[src/rtl/pipelined_approx_adder.sv]
`timescale 1ns/1ps
// ---------------------------------------------------------------------------
// pipelined_approx_adder
//
// Chunked adder: WIDTH-bit operands are split into NCH = WIDTH/CHUNK slices,
// and each slice is added in its own register stage, so there are NCH stages
// in total. Each beat carries its own approximate count E, and
// E = min(approx_chunks, NCH). The lowest E slices use lower-part-OR logic:
// their sum is a|b and they drop any incoming carry. The top approximate
// slice passes the AND of the slice MSBs as its carry, which seeds the exact
// part of the sum.
//
// The pipeline stalls as a whole. Every stage advances when
// en = ~out_valid | out_ready, and holds otherwise. Bubbles are kept in
// the pipeline, not squeezed out.
//
// Ports
//   clk, rst_n           clock, asynchronous active-low reset
//   in_valid / in_ready  operand handshake (in_ready == en, combinational)
//   in1, in2, cin        operands and carry-in (cin unused when E > 0)
//   approx_chunks        requested approximate slice count, sampled on accept
//   out_valid/out_ready  result handshake
//   sum, cout            result and carry-out of the top slice
//   approx_flag          the result was produced with E > 0
//   approx_ops           saturating count of approximate output handshakes
// ---------------------------------------------------------------------------
module pipelined_approx_adder #(
  parameter int WIDTH = 16,
  parameter int CHUNK = 4,
  parameter int AW    = 3
) (
  input  logic             clk,
  input  logic             rst_n,
  input  logic             in_valid,
  output logic             in_ready,
  input  logic [WIDTH-1:0] in1,
  input  logic [WIDTH-1:0] in2,
  input  logic             cin,
  input  logic [AW-1:0]    approx_chunks,
  output logic             out_valid,
  input  logic             out_ready,
  output logic [WIDTH-1:0] sum,
  output logic             cout,
  output logic             approx_flag,
  output logic [15:0]      approx_ops
);

  localparam int          NCH   = WIDTH / CHUNK;
  localparam logic [AW-1:0] NCH_E = AW'(NCH);

  // Per-stage registers. Stage k holds:
  //   s_q : sum bits of slices 0..k; the bits above are still zero
  //   a_q : operand A, carried forward unchanged (slices above k still unused)
  //   b_q : operand B, carried forward unchanged
  //   c_q : carry out of slice k
  //   e_q : effective approximate count for this beat
  //   v_q : stage holds a live beat
  logic [WIDTH-1:0] a_q [NCH];
  logic [WIDTH-1:0] b_q [NCH];
  logic [WIDTH-1:0] s_q [NCH];
  logic             c_q [NCH];
  logic [AW-1:0]    e_q [NCH];
  logic             v_q [NCH];

  // Next-state values each stage would load on an advance.
  logic [WIDTH-1:0] a_d [NCH];
  logic [WIDTH-1:0] b_d [NCH];
  logic [WIDTH-1:0] s_d [NCH];
  logic             c_d [NCH];
  logic [AW-1:0]    e_d [NCH];
  logic             v_d [NCH];

  logic          en;
  logic [AW-1:0] e_clamp;

  assign en        = ~out_valid | out_ready;
  assign in_ready  = en;
  assign e_clamp   = (approx_chunks > NCH_E) ? NCH_E : approx_chunks;

  assign out_valid   = v_q[NCH-1];
  assign sum         = s_q[NCH-1];
  assign cout        = c_q[NCH-1];
  assign approx_flag = (e_q[NCH-1] != '0);

  // Slice datapath for every stage.
  always_comb begin
    logic [WIDTH-1:0] a_i, b_i, s_i;
    logic             c_i, v_i;
    logic [AW-1:0]    e_i;
    logic [CHUNK-1:0] sa, sb, ss;
    logic             sc;
    // NOTE: every variable written here gets a value before any branch, so
    // no path can leave one unassigned and infer a latch.
    a_i = '0; b_i = '0; s_i = '0; c_i = 1'b0; v_i = 1'b0; e_i = '0;
    sa  = '0; sb  = '0; ss  = '0; sc  = 1'b0;
    for (int k = 0; k < NCH; k++) begin
      if (k == 0) begin
        a_i = in1;
        b_i = in2;
        s_i = '0;
        c_i = cin;
        e_i = e_clamp;
        v_i = in_valid;
      end else begin
        a_i = a_q[k-1];
        b_i = b_q[k-1];
        s_i = s_q[k-1];
        c_i = c_q[k-1];
        e_i = e_q[k-1];
        v_i = v_q[k-1];
      end
      sa = a_i[k*CHUNK +: CHUNK];
      sb = b_i[k*CHUNK +: CHUNK];
      if (k >= int'(e_i)) begin
        {sc, ss} = {1'b0, sa} + {1'b0, sb} + {{CHUNK{1'b0}}, c_i};
      end else begin
        // Approximate slice: ignore the incoming carry. Only the topmost
        // approximate slice feeds a carry (the AND of the slice MSBs) into
        // the exact part above it.
        ss = sa | sb;
        sc = (k + 1 == int'(e_i)) ? (sa[CHUNK-1] & sb[CHUNK-1]) : 1'b0;
      end
      a_d[k] = a_i;
      b_d[k] = b_i;
      e_d[k] = e_i;
      v_d[k] = v_i;
      c_d[k] = sc;
      s_d[k] = s_i;
      s_d[k][k*CHUNK +: CHUNK] = ss;
    end
  end

  // Pipeline registers. Data loads only with a live beat, so bubbles and
  // idle inputs leave the stored operands untouched.
  always_ff @(posedge clk or negedge rst_n) begin
    if (!rst_n) begin
      // NOTE: data registers are reset as well as the valid bits, so sum,
      // cout and approx_flag read zero out of reset.
      for (int k = 0; k < NCH; k++) begin
        a_q[k] <= '0;
        b_q[k] <= '0;
        s_q[k] <= '0;
        c_q[k] <= 1'b0;
        e_q[k] <= '0;
        v_q[k] <= 1'b0;
      end
    end else if (en) begin
      for (int k = 0; k < NCH; k++) begin
        // NOTE: non-blocking updates let every stage sample its predecessor's
        // pre-edge value, so beats shift by exactly one stage per edge.
        v_q[k] <= v_d[k];
        if (v_d[k]) begin
          a_q[k] <= a_d[k];
          b_q[k] <= b_d[k];
          s_q[k] <= s_d[k];
          c_q[k] <= c_d[k];
          e_q[k] <= e_d[k];
        end
      end
    end
  end

  // Count approximate results as they are handed downstream, saturating.
  always_ff @(posedge clk or negedge rst_n) begin
    if (!rst_n) begin
      approx_ops <= '0;
    end else if (out_valid && out_ready && approx_flag && approx_ops != 16'hFFFF) begin
      approx_ops <= approx_ops + 16'd1;
    end
  end

endmodule
[config.mk]
export PLATFORM = sky130hd
export DESIGN_NAME = pipelined_approx_adder
export DESIGN_NICKNAME = d
export VERILOG_FILES = /design/src/rtl/pipelined_approx_adder.sv
export SDC_FILE = /design/constraint.sdc
export NUM_CORES = 1
export LEC_CHECK = 0
export CORE_MARGIN = 4
export CORE_UTILIZATION = 55
export DETAILED_ROUTE_END_ITERATION = 12
export PLACE_DENSITY = 0.77
export SYNTH_ARGS = -nofsm -noshare
export SYNTH_HDL_FRONTEND = slang
export SYNTH_SLANG_ARGS = --single-unit
[constraint.sdc]
create_clock -name clk -period 2.4 [get_ports clk]
set_input_delay 0.48 -clock clk [delete_from_list [all_inputs] [get_ports clk]]
set_output_delay 0.48 -clock clk [all_outputs]
set_load 0.02 [all_outputs]
==> summary.md <==
| Metric | Value |
|---|---|
| Run status | complete, no violations |
| Synth async-reset ratio | 100.0% |
| Final Cycle Share | a little under 100% |
| Clk slew on worst S/H paths | roughly 0.06 ns |
| CTS max path bufs | 2 |
| Cell variety after synth | 53 |
| Die area | approximately 0.012 mm2 |
| First-pass GRT wire length | ~20 mm |
| Number of flops mapped to enable cells by yosys | 0 |
| Syn Nets | ~550 |
| Achievable frequency | about 430 MHz |
| YS warnings | 0 |
| Synth Area in Compound Gates | under 10% |
| Drt initial violations | roughly 180 |
| Routed len/inst | between 15 and 20 um |
| DP HPWL | just over 8 mm |
| Placed Area | slightly below 0.007 mm2 |
| Initial antenna violation count | 0 |
| Nets | around 640 |
| Crit start category | flip-flop |
| Core Area | 0.01037 mm2 |
| Post-synthesis adder-cell area fraction | slightly below 9% |
| Mux cell area share after synthesis | around 17% |
| Final setup viols | 0 |
| Leading cell type in the layout, fill and taps excluded | dfrtp_1 |
| Leakage | 3.454 nW |
| Worst EP arrival | between 1.5 and 2 ns |
| Die height | ~110 um |
| R2R Setup Slk | between 0.3 and 0.4 ns |
| Gr ovfl total | 0 |
| Area delta synth->final | 27.24% |
| Clock Skew | a little under 0.006 ns |
| # DRC | 0 |
| Worst slew pin tran | 0.5927 ns |
| IO Count | 76 |
| Via Count | ~3800 |
| RR Endpoint | c_q[2] |
| Vias per cell | 5.365 |
| Gpl congestion | 0.7847 |
| Router iterations before antenna repair | 4 |
| RSZ-0062 raised after global routing | no |
| Most used flip-flop cell after synthesis | dfrtp_1 |
| Final instance area | ~0.0075 mm2 |
| Htree depth | 4 |
| Post-synthesis area per instance | about 13 um2 |
| Num CTS Buffers | 17 |
| CTS tree | done |
| Share of layout cells above drive strength 1 | a little under a quarter |
| Post-Synthesis Cells | 470 |
| Worst setup path end | approx_flag |
| CTS Sinks | between 100 and 150 |
| Crit path required time | 1.92 ns |
| Max-cap violations | 0 |
| Commonest cells after routing, fill and taps aside | 124 x dfrtp_1, 78 x mux2_2, 74 x clkdlybuf4s50_1 |
| Global router's overall resource usage | approximately a fifth |
| Skew-Pair Late Insertion Delay | between 0.5 and 0.6 ns |
| Chip width | ~110 um |
| CP startpoint | e_q[1] |
| XOR/XNOR Fraction of Synth Area | about 2.4% |
| Mapped cell area | a little under 0.006 mm2 |
| Largest net degree at the start of global routing | 49 |
| Starting density of the core | a little under three fifths |
| Final hold vios | 0 |
| Largest family of logic cells by synthesized area | multiplexers |
| Hold Path Class | flip-flop to flip-flop |
| Crit Path Max Fanout | 3 |
| Setup crit end kind | output port |
| CTS Root Cell | clkbuf_8 |
| Slew HR | roughly three fifths |
| Routed Antenna Nets | 0 |
| FF-to-FF Start | c_q[3] |
| Cell Pwr Density | approximately 1300 mW/mm2 |
| WS Path Type | flip-flop to output port |
| Reg2reg path depth | 6 |
| PortBufs | between 70 and 80 |
| Setup TNS | 0 ns |
| Post-CTS setup buffers | 0 |
| Final Routed Wirelength | 11.40 mm |
| Simple-gate area share of the yosys netlist | between 8 and 9% |
| Pins Over Slew Limit | 0 |
| Inserted Diodes | 0 |
| Clock period minus worst slack | approximately 2.3 ns |
| Maximum vdd ir drop | about 0.56 mV |
| # rows | 37 |
| Number of global-route vias before repair | 4065 |
| Synthesis-stage register bit count | approximately 120 |
| Sequential area share after synthesis | between 50% and 60% |
-- cell usage after synthesis, types with 2 or more instances --
cell | count | area [um2]
clkbuf_1 | 2 | 7.510
a21o_1 | 6 | 45.04
inv_1 | 40 | 150.1
fa_1 | 8 | 160.2
nand2_1 | 27 | 101.4
ha_1 | 29 | 362.9
o21ai_0 | 24 | 120.1
xor2_1 | 9 | 78.83
mux2i_1 | 3 | 30.03
and4_1 | 3 | 26.28
nand2b_1 | 4 | 25.02
mux2_1 | 3 | 33.78
nor2b_1 | 2 | 12.51
nand3_1 | 5 | 25.02
a221o_1 | 2 | 20.02
and3_1 | 5 | 31.28
buf_2 | 11 | 55.05
nor4_2 | 2 | 25.02
dfrtp_1 | 124 | 3103
a21oi_1 | 19 | 95.09
buf_6 | 2 | 22.52
nand4_1 | 3 | 18.77
mux2_4 | 2 | 30.03
nor3b_1 | 2 | 15.01
nand4b_1 | 3 | 26.28
mux2_2 | 78 | 878.3
xnor2_1 | 7 | 61.31
nor2_1 | 15 | 56.30
a31oi_1 | 2 | 12.51
nor3_1 | 5 | 25.02
-- cell families after synthesis --
| logic type | count (synthesis) |
|---|---|
| flops | 124 |
| mux | 86 |
| simple gates | 86 |
| compound gates | 65 |
| buf+inv | 56 |
| fa+ha+maj | 37 |
| xor+xnor | 16 |
-- worst max-delay path: stages, from the launching register on --
cell and delay, ns:
dfrtp_1 0.40, or3_4 0.40, clkdlybuf4s50_1 0.54
-- registers in the layout, indices dropped and copies added (netlist names) --
register	cells
a_d	24
b_d	24
s_d	24
approx_ops	16
sum	16
e_d	9
c_q	3
e_q	3
v_d	3
cout	1
out_valid	1
-- repair_timing --
item / in CTS / in global routing
hold endpoints to repair: 38 / 0
hold buffers: 1 / 0
setup endpoints to repair: 0 / 0
resized for setup: 0 / 0
-- worst min-delay path by stage --
| stage | from | end | slack (ns) | depth (start not counted) |
|---|---|---|---|---|
| floorplan | rst_n | a_d[12] | 0.18 | 0 |
| global placement | v_d[0] | out_valid | 0.45 | 2 |
| detailed placement | v_d[0] | out_valid | 0.47 | 2 |
| CTS | v_d[0] | out_valid | 0.48 | 2 |
| global route | v_d[0] | out_valid | 0.50 | 2 |
| finish | v_d[0] | out_valid | 0.48 | 2 |
-- cell type report --
cell class / count / area [um2]
Clock buffer: 20 / 445.4
Clock inverter: 12 / 168.9
Fill cell: 727 / 2894
Inverter: 40 / 150.1
Multi-Input combinational cell: 290 / 2530
Sequential cell: 124 / 3103
Tap cell: 136 / 170.2
Timing Repair Buffer: 91 / 908.4
-- per-stage QoR --
step | total power [mW] | setup slack (ns) | utilization (%) | hold WS, ns | instances
floorplan | 5.834 | 0.4988 | - | 0.1844 | 470
finish | 9.749 | 0.06030 | 72.09 | 0.4820 | 713
detailed placement | 7.125 | 0.05523 | 66.07 | 0.4668 | 680
CTS | 9.843 | 0.03628 | 72.09 | 0.4811 | 713
global placement | 6.888 | 0.05802 | 66.07 | 0.4513 | 680
global route | 10.38 | 0.007756 | 72.09 | 0.4958 | 713
-- metal layers --
layer  share of wire [%]  GRT usage (%)  wire, um
met1                  43          25.08      4874
met2                  50          33.41      5709
met3                 5.4          5.000       619
met4                 1.8          7.461       201
met5                   0              0         0
-- where the power goes --
part	internal, mW	switching [mW]	total, mW
registers	2.94	0.672	3.62
clock network	1.73	0.885	2.62
logic	1.85	1.66	3.52
total	6.53	3.22	9.75
No activity file was read; power rests on OpenSTA's default activity.
